<file path="config.mk">
export PLATFORM = sky130hd
export DESIGN_NAME = fifo_write_arbiter
export DESIGN_NICKNAME = d
export VERILOG_FILES = /design/src/rtl/fifo_write_arbiter.sv
export SDC_FILE = /design/constraint.sdc
export NUM_CORES = 1
export LEC_CHECK = 0
export ABC_AREA = 1
export CAP_MARGIN = 10
export CORE_UTILIZATION = 28
export CTS_CLUSTER_DIAMETER = 40
export CTS_CLUSTER_SIZE = 16
export DETAILED_ROUTE_END_ITERATION = 8
export GPL_ROUTABILITY_DRIVEN = 0
export GPL_TIMING_DRIVEN = 0
export HOLD_SLACK_MARGIN = 0.08
export PLACE_DENSITY = 0.69
export REMOVE_ABC_BUFFERS = 1
export SLEW_MARGIN = 15
export SYNTH_ARGS = -nofsm -noshare
export SYNTH_HDL_FRONTEND = slang
export SYNTH_SLANG_ARGS = --single-unit
</file>
<file path="constraint.sdc">
create_clock -name clk -period 2.5 [get_ports clk]
set_clock_uncertainty 0.15 [all_clocks]
set_input_delay 0.5 -clock clk [delete_from_list [all_inputs] [get_ports clk]]
set_output_delay 0.5 -clock clk [all_outputs]
set_load 0.02 [all_outputs]
</file>
<file path="src/rtl/fifo_write_arbiter.sv">
// Round-robin arbiter sharing one async-FIFO write port among NREQ requesters, burst-granted.
// Build option FIFO_ARB_TAG_EN: replace the top IDW bits of each written word with the source index.

module fifo_write_arbiter_lane #(
  parameter int DATASIZE = 16
) (
  input  logic                sel_i,
  input  logic                busy_i,
  input  logic                wfull_i,
  input  logic                valid_i,
  input  logic [DATASIZE-1:0] data_i,
  output logic                ready_o,
  output logic [DATASIZE-1:0] data_o
);
  // Gated data lets the top OR-reduce lanes instead of building a wide mux.
  assign ready_o = busy_i & sel_i & valid_i & ~wfull_i;
  assign data_o  = (busy_i & sel_i) ? data_i : '0;
endmodule

module fifo_write_arbiter #(
  parameter int DATASIZE = 16,
  parameter int NREQ     = 4,
  parameter int MAXBURST = 8
) (
  input  logic                     clk,
  input  logic                     rst,
  input  logic [NREQ-1:0]          req_valid,
  input  logic [NREQ-1:0]          req_last,
  input  logic [NREQ*DATASIZE-1:0] req_data,
  output logic [NREQ-1:0]          req_ready,
  input  logic                     wfull,
  output logic [DATASIZE-1:0]      wdata,
  output logic                     winc,
  output logic [NREQ-1:0]          grant,
  output logic                     busy
);
  localparam int IDW = $clog2(NREQ);
  localparam int CW  = $clog2(MAXBURST+1);

  typedef enum logic {IDLE, BURST} state_t;

  state_t                    state_q, state_d;
  logic [NREQ-1:0]           grant_q, grant_d;
  logic [IDW-1:0]            gidx_q, gidx_d;
  logic [IDW-1:0]            rr_ptr_q, rr_ptr_d;
  logic [CW-1:0]             beat_cnt_q, beat_cnt_d;

  logic [NREQ-1:0][DATASIZE-1:0] lane_data;
  logic [DATASIZE-1:0]           sel_data;
  logic                          beat, last_g, cap;
  logic                          pick_any;
  logic [IDW-1:0]                pick_idx, cand;

  assign busy  = (state_q == BURST);
  assign grant = grant_q;

  for (genvar i = 0; i < NREQ; i++) begin : g_lane
    fifo_write_arbiter_lane #(.DATASIZE(DATASIZE)) u_lane (
      .sel_i   (grant_q[i]),
      .busy_i  (busy),
      .wfull_i (wfull),
      .valid_i (req_valid[i]),
      .data_i  (req_data[i*DATASIZE +: DATASIZE]),
      .ready_o (req_ready[i]),
      .data_o  (lane_data[i])
    );
  end

  always_comb begin
    sel_data = '0;
    for (int i = 0; i < NREQ; i++) sel_data |= lane_data[i];
  end

`ifdef FIFO_ARB_TAG_EN
  logic unused_tag_bits;
  assign unused_tag_bits = ^sel_data[DATASIZE-1 -: IDW];
  assign wdata = busy ? {gidx_q, sel_data[DATASIZE-IDW-1:0]} : '0;
`else
  assign wdata = sel_data;
`endif

  assign winc   = |req_ready;
  assign beat   = winc;
  assign last_g = req_last[gidx_q];
  assign cap    = (beat_cnt_q == CW'(MAXBURST-1));

  // Scan from farthest to nearest so the first valid at/after rr_ptr wins.
  always_comb begin
    pick_any = 1'b0;
    pick_idx = '0;
    cand     = '0;
    for (int k = NREQ-1; k >= 0; k--) begin
      cand = IDW'((int'(rr_ptr_q) + k) % NREQ);
      if (req_valid[cand]) begin
        pick_any = 1'b1;
        pick_idx = cand;
      end
    end
  end

  always_comb begin
    state_d    = state_q;
    grant_d    = grant_q;
    gidx_d     = gidx_q;
    rr_ptr_d   = rr_ptr_q;
    beat_cnt_d = beat_cnt_q;
    unique case (state_q)
      IDLE: begin
        if (pick_any) begin
          state_d           = BURST;
          grant_d           = '0;
          grant_d[pick_idx] = 1'b1;
          gidx_d            = pick_idx;
          beat_cnt_d        = '0;
        end
      end
      BURST: begin
        if (beat) begin
          beat_cnt_d = beat_cnt_q + 1'b1;
          if (last_g || cap) begin
            state_d  = IDLE;
            grant_d  = '0;
            rr_ptr_d = (gidx_q == IDW'(NREQ-1)) ? '0 : gidx_q + 1'b1;
          end
        end
      end
      default: state_d = IDLE;
    endcase
  end

  always_ff @(posedge clk) begin
    if (rst) begin
      state_q    <= IDLE;
      grant_q    <= '0;
      gidx_q     <= '0;
      rr_ptr_q   <= '0;
      beat_cnt_q <= '0;
    end else begin
      state_q    <= state_d;
      grant_q    <= grant_d;
      gidx_q     <= gidx_d;
      rr_ptr_q   <= rr_ptr_d;
      beat_cnt_q <= beat_cnt_d;
    end
  end
endmodule

</file>
==> out/results.ini, run 1 <==
[outcome]
status=finished with violations
violations=design-rule violations

[clock_network]
clkTransAtPathRegs_ns=0.05
clockBufferDepth=2
htree_levels=1
cts_hold_buf=0
root_buffer=clkbuf_8
clock_sinks=13
insertion_delay_ns=0.24
cts_made_buffers=3
cts_tree=yes

[critical_path]
rr_startpoint=rr_ptr_q[0]
cp-startpoint=req_valid[3]
crit_path_start_kind=input pin
cp-end-kind=output pin
path_max_fanout=7
cp.required_ns=1.85
crit_type=input pin to output pin
arrival_ns=1.77

[synthesis]
synth-seq-area-share=0.1944
mappedNetlistArea_um2=1339
synthTopCellsByArea=nand2_1 30%, dfxtp_1 19%, nand4_1 8.4%
synth-seq-cells=13
avgSynthCellArea_um2=5.746
synthDominantCellAreaShare=0.2972
ys.warnings.count=0
synth_cell_types=27
synthCells=233
post-synth-top-area-cell=nand2_1

[pwr]
clkPwrFrac=0.236
power.density_nw_per_um2=321.0
p_leak_nw=1.209
peakVddDrop_mv=0.2743
pwr-share-comb=0.467
share_seq_of_total_power=0.297
p_sw_uw=260.0
switching_share=0.3274
intPower_uw=534.2
total_power_uw=794.1

[floorplan]
boundaryPins=101
rows=24
die_y_um=71.15
dieArea_um2=5062
die_w_um=71.15
core_um2=4474
start_util=0.2992

[finish]
drive_gt1_frac=0.1067
layout_common_cells=105 x nand2_1, 83 x clkdlybuf4s50_1, 18 x nand4_1
fillers=431
final_common_cell=nand2_1
num_antenna_cells=0
syn_to_final_growth_pct=84.77
fin_nets=406
final_area_um2=2474
instances_no_fill=380

[place]
placed_cells=371
hpwl_um=3705
pre_cts_ws_ns=-0.3138
dpl_cell_area_um2=2317
io_buffers=100

[hold_path]
hold_start=grant[3]
hold_class=flip-flop to flip-flop

[global_routing]
antenna_found_initial=0
grt_start_max_net_pins=18
grt.total_usage=0.1896
overflow=0
grt_pass1_vias=1695
grt_pass1_wl_um=7810

[timing]
worst-slew-pin-transition_ns=0.3691
rsz0062_at_grt=no
timing.final.ws_setup_ns=0.08124
hold_viol_final=0
finalSetupViolations=0
fmax_mhz=413.4
max_slew_margin=0.7531
fin_crit_ns=2.419
slew_viol_final=0
period_share=0.9675

[drt]
drt_wl_total_um=4895
vias=1801
drc=11
via_per_inst=4.739
drt-wirelength-per-cell_um=12.88
firstDrtPassIters=6
antenna_left=0
drt_iter0_markers=98

[flow_run]
cap_violations=0

[Yosys cell counts]
library cell	count
nand4_4	1
a21oi_1	10
nor2_4	2
nand2_8	1
buf_2	1
xor2_1	1
inv_1	17
clkbuf_1	4
o211ai_1	2
nand2_4	2
inv_4	2
nor3_2	2
a21oi_2	1
inv_2	3
dfxtp_1	13
buf_4	9
nand2_1	106
nand4_1	18
nand3_1	11
nand2_2	3
nor2_1	8
a21boi_0	1
nor2_2	2
o21ai_0	5
ha_1	2
o21ai_1	4
nor3_1	2
[worst max-delay path, cell delays in order]
cell,delay [ns]
clkdlybuf4s50_1,0.50
inv_1,0.07
nor3_2,0.22
nor2_2,0.10
nand2_8,0.11
clkdlybuf4s15_2,0.27
[per-stage QoR]
step / setup TNS (ns) / util / hold WS, ns
after floorplan: 0 / - / 0.3324
after global placement: -0.7136 / 0.5179 / 0.3399
after detailed placement: -0.7662 / 0.5179 / 0.3436
after CTS: 0 / 0.5442 / 0.3600
after global routing: 0 / 0.5529 / 0.3992
final: 0 / 0.5529 / 0.3597
[registers in the layout (all words and copies together), names as in the netlist]
name	flops
grant	4
beat_cnt_q	4
gidx_q	2
busy	1
rr_ptr_q	2
[timing repair]
item / in CTS / in global routing
gates cloned: 1 / 0
buffers inserted: 4 / 0
resized for setup: 14 / 14
endpoints found under the setup margin: 21 / 16
[metal layers]
metal,GRT usage,up-vias,wire (um)
li1,-,938,-
met5,0,-,0
met1,0.2306,788,2078
met4,0.04222,0,30
met3,0.04558,5,418
met2,0.3365,70,2368
[final timing paths]
check                           depth (start not counted)             to  slack, ns
worst max register to register                         12  beat_cnt_q[2]       0.74
worst min register to register                          2       grant[3]       0.36
worst max-delay path                                    6           winc       0.08
worst min-delay path                                    2       grant[3]       0.36
[power by group through the flow]
stage                     combinational [mW]  clock [mW]  sequential [mW]
after floorplan                        0.150           0            0.244
after global placement                 0.359           0            0.240
after detailed placement               0.361           0            0.240
after CTS                              0.375       0.189            0.236
after global routing                   0.403       0.199            0.238
final                                  0.371       0.187            0.236
[final cells by class]
class,instances,area (um^2),share of cell area
Timing Repair Buffer,104,1079,0.4360
Tap cell,52,65.06,0.02630
Multi-Input combinational cell,184,915.9,0.3703
Inverter,22,100.1,0.04047
Timing Repair inverter,1,7.507,0.003035
Sequential cell,13,261.5,0.1057
Clock buffer,4,45.04,0.01821
[kinds of logic (layout without fill, tap and decap cells)]
logic type | count (synthesis) | after routing | synth area share
adder cells (fa/ha/maj) | 2 | 2 | 0.01869
flip-flops | 13 | 13 | 0.1944
AO/OA/AOI/OAI | 23 | 23 | 0.09439
buffers and inverters | 36 | 131 | 0.1308
XOR/XNOR | 1 | 1 | 0.006543
AND/OR/NAND/NOR | 158 | 158 | 0.5551
(Power assumes the default switching activity.)
==> run 2, diff against run 1 <==
--- a/config.mk
+++ b/config.mk
@@ -7,9 +7,10 @@
 export LEC_CHECK = 0
 export ABC_AREA = 1
 export CAP_MARGIN = 10
+export CORE_MARGIN = 3
 export CORE_UTILIZATION = 28
 export CTS_CLUSTER_DIAMETER = 40
-export CTS_CLUSTER_SIZE = 16
+export CTS_CLUSTER_SIZE = 12
 export DETAILED_ROUTE_END_ITERATION = 8
 export GPL_ROUTABILITY_DRIVEN = 0
 export GPL_TIMING_DRIVEN = 0
==> run 2 against run 1 <==
  * The run now ends clean
  * First-iteration DRC count down 55%
  * Final cell count down 0.26%
  * Worst hold slack worse by 0.0053 ns
  * Critical path type unchanged
  * Critical endpoint unchanged
  * Largest power group unchanged
==> out/results.ini, run 2 (synthesized netlist as in run 1, its figures left out) <==
[floorplan]
die_y_um=75.15  ; was 71.15 um
start_util=0.2992  ; unchanged
boundaryPins=101  ; unchanged
rows=24  ; unchanged
dieArea_um2=5647  ; was 5062 um^2
core_um2=4474  ; unchanged
die_w_um=75.15  ; was 71.15 um

[pwr]
p_leak_nw=1.296  ; was 1.209 nW
share_seq_of_total_power=0.296  ; was 0.297
power.density_nw_per_um2=321.7  ; was 321.0 nW/um^2
pwr-share-comb=0.464  ; was 0.467
switching_share=0.3319  ; was 0.3274
clkPwrFrac=0.240  ; was 0.236
intPower_uw=531.3  ; was 534.2 uW
peakVddDrop_mv=0.2759  ; was 0.2743 mV
total_power_uw=795.3  ; was 794.1 uW
p_sw_uw=264.0  ; was 260.0 uW

[timing]
period_share=0.9643  ; was 0.9675
worst-slew-pin-transition_ns=0.3592  ; was 0.3691 ns
timing.final.ws_setup_ns=0.08920  ; was 0.08124 ns
fin_crit_ns=2.411  ; was 2.419 ns
max_slew_margin=0.7598  ; was 0.7531
hold_viol_final=0  ; unchanged
finalSetupViolations=0  ; unchanged
rsz0062_at_grt=no  ; unchanged
fin_hold_ws_ns=0.3544  ; was 0.3597 ns
finalSetupTns_ns=0  ; unchanged
fmax_mhz=414.8  ; was 413.4 MHz
slew_viol_final=0  ; unchanged

[critical_path]
rr_startpoint=busy  ; was rr_ptr_q[0]
crit_path_start_kind=input pin  ; unchanged
path_max_fanout=7  ; unchanged
r2r_cells=10  ; was 12
cp.required_ns=1.85  ; about the same
crit_type=input pin to output pin  ; unchanged
cp-end-kind=output pin  ; unchanged
arrival_ns=1.76  ; was 1.77 ns
cp-startpoint=req_valid[0]  ; was req_valid[3]

[place]
dpl_cell_area_um2=2317  ; unchanged
pre_cts_ws_ns=-0.3131  ; was -0.3138 ns
hpwl_um=4021  ; was 3705 um
io_buffers=100  ; unchanged
placed_cells=371  ; unchanged

[drt]
via_per_inst=4.757  ; was 4.739
antenna_left=0  ; unchanged
vias=1803  ; was 1801
drt_wl_total_um=5201  ; was 4895 um
firstDrtPassIters=6  ; unchanged
drt-wirelength-per-cell_um=13.72  ; was 12.88 um
drc=0  ; was 11
drt_iter0_markers=44  ; was 98

[clock_network]
cts_hold_buf=0  ; unchanged
cts_made_buffers=3  ; unchanged
clock_sinks=13  ; unchanged
clockBufferDepth=2  ; unchanged
insertion_delay_ns=0.24  ; about the same
htree_levels=1  ; unchanged
root_buffer=clkbuf_8  ; unchanged
clkTransAtPathRegs_ns=0.06  ; was 0.05 ns
cts_tree=yes  ; unchanged

[global_routing]
antenna_found_initial=0  ; unchanged
grt_start_max_net_pins=18  ; unchanged
grt.total_usage=0.1779  ; was 0.1896
grt_pass1_wl_um=7797  ; was 7810 um
overflow=0  ; unchanged
grt_pass1_vias=1670  ; was 1695

[finish]
layout_common_cells=104 x nand2_1, 78 x clkdlybuf4s50_1, 18 x nand4_1  ; was 105 x nand2_1, 83 x clkdlybuf4s50_1, 18 x nand4_1
fin_nets=405  ; was 406
fillers=458  ; was 431
syn_to_final_growth_pct=84.67  ; was 84.77%
num_antenna_cells=0  ; unchanged
drive_gt1_frac=0.1070  ; was 0.1067
final_core_util=0.5526  ; was 0.5529
instances_no_fill=379  ; was 380
final_area_um2=2472  ; was 2474 um^2
final_common_cell=nand2_1  ; unchanged

[outcome]
status=complete, no violations  ; was finished with violations

[hold_path]
hold_class=flip-flop to flip-flop  ; unchanged
whs_path_depth=2  ; unchanged
hold_start=grant[0]  ; was grant[3]

[flow_run]
cap_violations=0  ; unchanged

[run 2: changes by cell type in the layout (fill, tap and decap cells not counted), sizes merged]
cell / previous run / this run
clkdlybuf4s50: 83 / 78
clkinvlp: 4 / 5
dlymetal6s2s: 11 / 17
dlygate4sd2: 5 / 4
buf: 4 / 2
[run 2: final cells by class]
type | instances | area, um^2 | share of cell area
Clock buffer | 4 | 45.04 | 0.01822
Inverter | 22 | 100.1 | 0.04049
Multi-Input combinational cell | 184 | 918.4 | 0.3715
Sequential cell | 13 | 261.5 | 0.1058
Tap cell | 52 | 65.06 | 0.02632
Timing Repair Buffer | 102 | 1067 | 0.4317
Timing Repair inverter | 2 | 15.01 | 0.006073
[run 2: path summary, 6_finish.rpt]
check	end	slack [ns]
worst max-delay path	winc	0.09
worst min-delay path	grant[0]	0.35
worst max register to register	rr_ptr_q[0]	0.74
worst min register to register	grant[0]	0.35
[run 2: power groups by stage]
| stage | sequential [mW] | clock [mW] | combinational (mW) |
|---|---|---|---|
| after floorplan | 0.244 | 0 | 0.150 |
| after CTS | 0.236 | 0.197 | 0.374 |
| final | 0.236 | 0.191 | 0.369 |
| after detailed placement | 0.239 | 0 | 0.364 |
| after global routing | 0.238 | 0.210 | 0.402 |
| after global placement | 0.240 | 0 | 0.360 |
[run 2: timing repair]
item / CTS / global route
setup endpoints to repair: 21 / 17
resized for setup: 15 / 20
setup buffers: 2 / 0
pin swaps: 0 / 0
gates cloned: 2 / 0
[run 2: per-layer routing]
| layer | vias up | track usage | part of all wire |
|---|---|---|---|
| met5 | - | 0 | 0 |
| met4 | 0 | 0.04660 | 0.013 |
| met3 | 7 | 0.03738 | 0.093 |
| met2 | 67 | 0.3308 | 0.48 |
| met1 | 795 | 0.2049 | 0.41 |
| li1 | 934 | - | - |
[run 2: critical path, cell delays in order]
cell,delay (ns)
clkdlybuf4s50_1,0.48
inv_1,0.07
nor3_2,0.25
nor2_4,0.07
nand2_8,0.11
clkdlybuf4s15_2,0.27
